<file path="src/rtl/cpu_pkg.sv">
// rtl/cpu_pkg.sv - shared datapath widths, ALU op codes and forward-select codes
package cpu_pkg;

    localparam int XLEN   = 32;
    localparam int REG_AW = 5;

    typedef enum logic [2:0] {
        ALU_ADD = 3'b000,
        ALU_SUB = 3'b001,
        ALU_AND = 3'b010,
        ALU_OR  = 3'b011,
        ALU_XOR = 3'b100,
        ALU_SLL = 3'b101,
        ALU_SRL = 3'b110,
        ALU_SRA = 3'b111
    } alu_op_e;

    typedef enum logic [1:0] {
        FWD_RF  = 2'b00,
        FWD_WB  = 2'b01,
        FWD_EXM = 2'b10
    } fwd_sel_e;

endpackage

</file>
<file path="src/rtl/fwd_unit.sv">
// rtl/fwd_unit.sv - per-operand bypass select from EX/MEM, MEM/WB or regfile
module fwd_unit #(
    parameter int XLEN   = cpu_pkg::XLEN,
    parameter int REG_AW = cpu_pkg::REG_AW
) (
    input  logic [REG_AW-1:0] rs,
    input  logic [XLEN-1:0]   rf_data,
    input  logic [REG_AW-1:0] exm_rd,
    input  logic              exm_reg_write,
    input  logic [XLEN-1:0]   exm_result,
    input  logic [REG_AW-1:0] wb_rd,
    input  logic              wb_reg_write,
    input  logic [XLEN-1:0]   wb_data,
    output logic [XLEN-1:0]   fwd_data,
    output logic [1:0]        fwd_sel
);
    import cpu_pkg::*;

    logic exm_hit;
    logic wb_hit;

    // x0 is hard-wired zero, so a write to it is never a real producer.
    always_comb begin
        exm_hit  = exm_reg_write && (exm_rd != '0) && (exm_rd == rs);
        wb_hit   = wb_reg_write && (wb_rd != '0) && (wb_rd == rs);
        fwd_data = rf_data;
        fwd_sel  = FWD_RF;
        if (exm_hit) begin
            fwd_data = exm_result;
            fwd_sel  = FWD_EXM;
        end else if (wb_hit) begin
            fwd_data = wb_data;
            fwd_sel  = FWD_WB;
        end
    end

endmodule

</file>
<file path="src/rtl/id_ex_stage.sv">
// rtl/id_ex_stage.sv - ID/EX pipeline register with load-use bubbling and operand forwarding
module id_ex_stage #(
    parameter int XLEN   = cpu_pkg::XLEN,
    parameter int REG_AW = cpu_pkg::REG_AW
) (
    input  logic              clk,
    input  logic              rst,
    input  logic              id_valid,
    input  logic [XLEN-1:0]   id_pc,
    input  logic [REG_AW-1:0] id_rs1,
    input  logic [REG_AW-1:0] id_rs2,
    input  logic [REG_AW-1:0] id_rd,
    input  logic              id_uses_rs2,
    input  logic [XLEN-1:0]   id_rs1_data,
    input  logic [XLEN-1:0]   id_rs2_data,
    input  logic [XLEN-1:0]   id_imm,
    input  logic              id_alu_src,
    input  logic [2:0]        id_alu_control,
    input  logic              id_mem_read,
    input  logic              id_mem_write,
    input  logic              id_reg_write,
    input  logic              id_branch,
    input  logic              flush,
    input  logic              ex_stall,
    input  logic [REG_AW-1:0] exm_rd,
    input  logic              exm_reg_write,
    input  logic [XLEN-1:0]   exm_result,
    input  logic [REG_AW-1:0] wb_rd,
    input  logic              wb_reg_write,
    input  logic [XLEN-1:0]   wb_data,
    output logic              stall_id,
    output logic              ex_valid,
    output logic [XLEN-1:0]   ex_pc,
    output logic [XLEN-1:0]   ex_imm,
    output logic [REG_AW-1:0] ex_rd,
    output logic              ex_mem_read,
    output logic              ex_mem_write,
    output logic              ex_reg_write,
    output logic              ex_branch,
    output logic [2:0]        ex_alu_control,
    output logic [XLEN-1:0]   ex_a,
    output logic [XLEN-1:0]   ex_b,
    output logic [XLEN-1:0]   ex_store_data,
    output logic [1:0]        fwd_a_sel,
    output logic [1:0]        fwd_b_sel
);
    import cpu_pkg::*;

    logic              valid_q, valid_d;
    logic [XLEN-1:0]   pc_q, pc_d;
    logic [XLEN-1:0]   imm_q, imm_d;
    logic [REG_AW-1:0] rd_q, rd_d;
    logic [REG_AW-1:0] rs1_q, rs1_d;
    logic [REG_AW-1:0] rs2_q, rs2_d;
    logic [XLEN-1:0]   rs1_data_q, rs1_data_d;
    logic [XLEN-1:0]   rs2_data_q, rs2_data_d;
    logic              alu_src_q, alu_src_d;
    logic [2:0]        alu_control_q, alu_control_d;
    logic              mem_read_q, mem_read_d;
    logic              mem_write_q, mem_write_d;
    logic              reg_write_q, reg_write_d;
    logic              branch_q, branch_d;

    logic              load_use;
    logic              bubble;
    logic [XLEN-1:0]   fwd_rs2_data;

    // A load in EX cannot feed the instruction in ID this cycle; hold ID and bubble EX.
    always_comb begin
        load_use = valid_q && mem_read_q && id_valid && (rd_q != '0) &&
                   ((id_rs1 == rd_q) || (id_uses_rs2 && (id_rs2 == rd_q)));
        stall_id = load_use || ex_stall;
        bubble   = flush || (!ex_stall && load_use);
    end

    // Next EX contents: flush bubbles over a stall, a stall holds, load-use bubbles, else capture ID.
    always_comb begin
        valid_d       = valid_q;
        pc_d          = pc_q;
        imm_d         = imm_q;
        rd_d          = rd_q;
        rs1_d         = rs1_q;
        rs2_d         = rs2_q;
        rs1_data_d    = rs1_data_q;
        rs2_data_d    = rs2_data_q;
        alu_src_d     = alu_src_q;
        alu_control_d = alu_control_q;
        mem_read_d    = mem_read_q;
        mem_write_d   = mem_write_q;
        reg_write_d   = reg_write_q;
        branch_d      = branch_q;
        if (bubble) begin
            valid_d       = 1'b0;
            pc_d          = '0;
            imm_d         = '0;
            rd_d          = '0;
            rs1_d         = '0;
            rs2_d         = '0;
            rs1_data_d    = '0;
            rs2_data_d    = '0;
            alu_src_d     = 1'b0;
            alu_control_d = ALU_ADD;
            mem_read_d    = 1'b0;
            mem_write_d   = 1'b0;
            reg_write_d   = 1'b0;
            branch_d      = 1'b0;
        end else if (!ex_stall) begin
            valid_d       = id_valid;
            pc_d          = id_pc;
            imm_d         = id_imm;
            rd_d          = id_rd;
            rs1_d         = id_rs1;
            rs2_d         = id_rs2;
            rs1_data_d    = id_rs1_data;
            rs2_data_d    = id_rs2_data;
            alu_src_d     = id_alu_src;
            alu_control_d = id_alu_control;
            mem_read_d    = id_mem_read && id_valid;
            mem_write_d   = id_mem_write && id_valid;
            reg_write_d   = id_reg_write && id_valid;
            branch_d      = id_branch && id_valid;
        end
    end

    // EX pipeline register; reset matches a bubble.
    always_ff @(posedge clk) begin
        if (rst) begin
            valid_q       <= 1'b0;
            pc_q          <= '0;
            imm_q         <= '0;
            rd_q          <= '0;
            rs1_q         <= '0;
            rs2_q         <= '0;
            rs1_data_q    <= '0;
            rs2_data_q    <= '0;
            alu_src_q     <= 1'b0;
            alu_control_q <= ALU_ADD;
            mem_read_q    <= 1'b0;
            mem_write_q   <= 1'b0;
            reg_write_q   <= 1'b0;
            branch_q      <= 1'b0;
        end else begin
            valid_q       <= valid_d;
            pc_q          <= pc_d;
            imm_q         <= imm_d;
            rd_q          <= rd_d;
            rs1_q         <= rs1_d;
            rs2_q         <= rs2_d;
            rs1_data_q    <= rs1_data_d;
            rs2_data_q    <= rs2_data_d;
            alu_src_q     <= alu_src_d;
            alu_control_q <= alu_control_d;
            mem_read_q    <= mem_read_d;
            mem_write_q   <= mem_write_d;
            reg_write_q   <= reg_write_d;
            branch_q      <= branch_d;
        end
    end

    fwd_unit #(.XLEN(XLEN), .REG_AW(REG_AW)) u_fwd_a (
        .rs            (rs1_q),
        .rf_data       (rs1_data_q),
        .exm_rd        (exm_rd),
        .exm_reg_write (exm_reg_write),
        .exm_result    (exm_result),
        .wb_rd         (wb_rd),
        .wb_reg_write  (wb_reg_write),
        .wb_data       (wb_data),
        .fwd_data      (ex_a),
        .fwd_sel       (fwd_a_sel)
    );

    fwd_unit #(.XLEN(XLEN), .REG_AW(REG_AW)) u_fwd_b (
        .rs            (rs2_q),
        .rf_data       (rs2_data_q),
        .exm_rd        (exm_rd),
        .exm_reg_write (exm_reg_write),
        .exm_result    (exm_result),
        .wb_rd         (wb_rd),
        .wb_reg_write  (wb_reg_write),
        .wb_data       (wb_data),
        .fwd_data      (fwd_rs2_data),
        .fwd_sel       (fwd_b_sel)
    );

    // ALU operand b takes the immediate; stores always see the bypassed rs2.
    always_comb begin
        ex_b           = alu_src_q ? imm_q : fwd_rs2_data;
        ex_store_data  = fwd_rs2_data;
        ex_valid       = valid_q;
        ex_pc          = pc_q;
        ex_imm         = imm_q;
        ex_rd          = rd_q;
        ex_alu_control = alu_control_q;
        ex_mem_read    = mem_read_q && valid_q;
        ex_mem_write   = mem_write_q && valid_q;
        ex_reg_write   = reg_write_q && valid_q;
        ex_branch      = branch_q && valid_q;
    end

endmodule

</file>
<file path="config.mk">
export PLATFORM = sky130hd
export DESIGN_NAME = id_ex_stage
export DESIGN_NICKNAME = d
export VERILOG_FILES = /design/src/rtl/cpu_pkg.sv /design/src/rtl/fwd_unit.sv /design/src/rtl/id_ex_stage.sv
export SDC_FILE = /design/constraint.sdc
export NUM_CORES = 1
export LEC_CHECK = 0
export BUFFER_PORTS_ARGS = -buffer_cell sky130_fd_sc_hd__buf_2
export CAP_MARGIN = 10
export CORE_MARGIN = 3
export CORE_UTILIZATION = 35
export CTS_BUF_LIST = sky130_fd_sc_hd__clkbuf_4 sky130_fd_sc_hd__clkbuf_8
export DETAILED_ROUTE_END_ITERATION = 10
export PLACE_DENSITY = 0.69
export SKIP_CTS_REPAIR_TIMING = 1
export SLEW_MARGIN = 20
export SYNTH_ARGS = -nofsm -noshare
export SYNTH_HDL_FRONTEND = slang
export SYNTH_SLANG_ARGS = --single-unit
</file>
<file path="constraint.sdc">
create_clock -name clk -period 2.86 [get_ports clk]
set_input_delay 0.572 -clock clk [delete_from_list [all_inputs] [get_ports clk]]
set_output_delay 0.572 -clock clk [all_outputs]
set_load 0.05 [all_outputs]
</file>
==> metrics.yaml <==
sequentialPowerShare: 0.409
swShare: 0.359
hold_class: "in -> reg"
maxSlewHeadroom: 0.331
p_comb_frac: 0.275
grt_max_degree: 185
dp_hpwl_um: 23600
p_sw_mw: 1.97
yosys_warnings: 0
wl_per_cell_um: 20.2
async_flop_share: 0
yosysTopAreaCell: "dfxtp_1"
place_area_um2: 12200
syn_inst: 1076
synth_xor_area_frac: 0.0309
ant_nets: 0
synthesis.nets: 1309
synth_top_family_by_area: "simple AND/OR/NAND/NOR gates"
place_inst: 1745
hold_depth: 3
whs_endpoint: "ex_imm[0]$_SDFFE_PP0N_"
synth_compound_area_frac: 0.164
peakVddDrop_v: 0.000271
grt_util_all_layers: 0.230
hold_viol: 0
path_clk_slew_ps: 110
seq_area_frac_synth: 0.358
arrival_ps: 2640
ioPinCount: 411
synthTopCellsByCount: "o21ai_0, nand3_1, dfxtp_1"
fin_cells: 1813
yosys.area_share.adder: 0
yosysTopAreaCellShare: 0.358
synth-edff-count: 0
overflow: 0
drt-initial-drc-count: 545
numPortBuffers: 410
yosys-top-cells-area: "dfxtp_1, nand3b_1, o21ai_0, nand3_1, mux2i_1"
fin_tns_setup_ps: -15880
r2r_end: "ex_imm[4]$_SDFFE_PP0N_"
clock_path_buffers: 2
drc: 0
vias: 9896
drt-pass1-iter-count: 5
maxCapViolations: 0
required_ps: 2290
syn2layout_area_growth_pct: 65.3
syn_avg_cell_area_um2: 7.89
clk_latency_ps: 460
fin_nets: 1712
fp.coreArea_um2: 23700
clock_skew_ps: 20.3
endpoint_kind: "primary output"
min_period_ps: 3210
grt_pass1_wl_um: 48300
antenna_found_initial: 5
ff2ff_setup_slack_ps: 550
cts_tree: "yes"
fmax_ghz: 0.311
status: "finished with violations"
powerDensity_nw_per_um2: 391
ys.flop_type: "dfxtp_1"
min_from: "id_imm[0]"
ys_ff_latch: 152
p_leak_nw: 5.50
totalWireLength_um: 36600
slew_violations: 0
crit_path_start_kind: "primary input"
yosysUniqueCellTypes: 34
p_int_mw: 3.52
fin_ws_ps: -353
cts_buffers: 17
yosysMostFrequentCell: "o21ai_0"
die_h_um: 162
synthesis.area_um2: 8490
cp_max_fo: 16
tightest_slew_ps: 1000
muxShareOfSynthArea: 0.0754
clockPowerShare: 0.316
violations: "negative setup slack"
reg2reg_from: "ex_rd[0]$_SDFFE_PP0N_"
die_w_um: 162
ff2ff_path_depth: 8
postLayoutCoreUtil: 0.593
root_buffer: "clkbuf_8"
rsz0062_at_grt: "yes"
finalCritPeriodShare: 1.12
drive_gt1_frac: 0.467
setup_viol: 91
clkSinkCount: 152
fin_area_um2: 14000
htreeDepth: 4
grt_pass1_vias: 9008
vias_per_cell: 5.46
power_mw: 5.49
dieArea_um2: 26200
rows: 56
routabilityCongestion: 0.891
synthSimpleGateAreaFrac: 0.290
path_class: "in -> out"
initial_core_util: 0.359
## flip-flops by register name (all words and copies together) (netlist names)
| name | count |
|---|---|
| ex_pc | 32 |
| ex_alu_control | 3 |
| rs2_q | 5 |
| alu_src_q | 1 |
| rs2_data_q | 32 |
| rs1_q | 5 |
| reg_write_q | 1 |
| ex_imm | 32 |
| mem_read_q | 1 |
| mem_write_q | 1 |
| ex_valid | 1 |
| branch_q | 1 |
| ex_rd | 5 |
| rs1_data_q | 32 |
## critical path, stage by stage
cell,delay (ps)
buf_6,90
or4_1,520
o21a_1,220
and4_4,200
buf_12,180
buf_4,160
mux2i_4,210
a221oi_4,270
buf_6,190
## worst max path at each step
stage                                startpoint                 to  slack, ps  depth (start not counted)
final                                  wb_rd[0]           ex_b[20]       -350                          9
after global routing      rs2_q[3]$_SDFFE_PP0N_  ex_store_data[22]       -420                          8
after CTS                 rs2_q[3]$_SDFFE_PP0N_  ex_store_data[31]       -360                          8
after detailed placement               wb_rd[0]           ex_b[23]       -350                          8
after global placement                 wb_rd[0]           ex_b[23]       -340                          8
after floorplan                        wb_rd[0]           ex_a[28]       -240                          7
## cells by family (layout without fill, tap and decap cells)
family          Yosys count  after routing
mux                      64             64
simple gates            425            427
flops                   152            152
buf+inv                 153            567
compound gates          252            252
other cells               0              2
xor+xnor                 30             30
## layer usage
layer  vias up  wire length, µm  global-route usage
li1       4682                -                   -
met2       425            18600               0.411
met4         4             1350              0.0799
met1      4698            14100               0.265
met3        87             2540              0.0597
met5         -               27                   0
## cell usage in the layout (no fill, tap or decap), types with 7 or more instances in the layout
cell / n
o21ai_2: 28
buf_12: 21
nand3_1: 154
mux2i_1: 22
xnor2_1: 7
dfxtp_1: 144
mux2i_4: 20
nand2_1: 33
a221oi_4: 32
xor2_1: 21
inv_1: 32
o21ai_0: 151
buf_4: 44
clkbuf_8: 17
clkbuf_16: 10
nor2_1: 33
mux2i_2: 22
nand3b_1: 147
buf_2: 323
buf_6: 94
a21oi_4: 30
nor3_1: 35
## per-stage QoR
step	setup WS, ps	hold slack, ps
global placement	-343	457
detailed placement	-355	469
finish	-353	366
global route	-421	339
CTS	-365	324
floorplan	-237	445
## cell type report
type	instances	area [µm²]
Fill cell	2098	9640
Multi-Input combinational cell	773	6230
Timing Repair Buffer	502	3810
Sequential cell	152	3060
Tap cell	319	399
Clock buffer	17	234
Clock inverter	15	180
Inverter	33	126
Antenna cell	2	5.00
## power groups by stage
stage	Sequential [mW]	Clock (mW)	Combinational (mW)
floorplan	2.39	0	0.767
global placement	2.29	0	1.31
detailed placement	2.29	0	1.32
CTS	2.24	1.79	1.32
global route	2.26	1.88	1.58
finish	2.25	1.74	1.51
(Power assumes the default switching activity.)
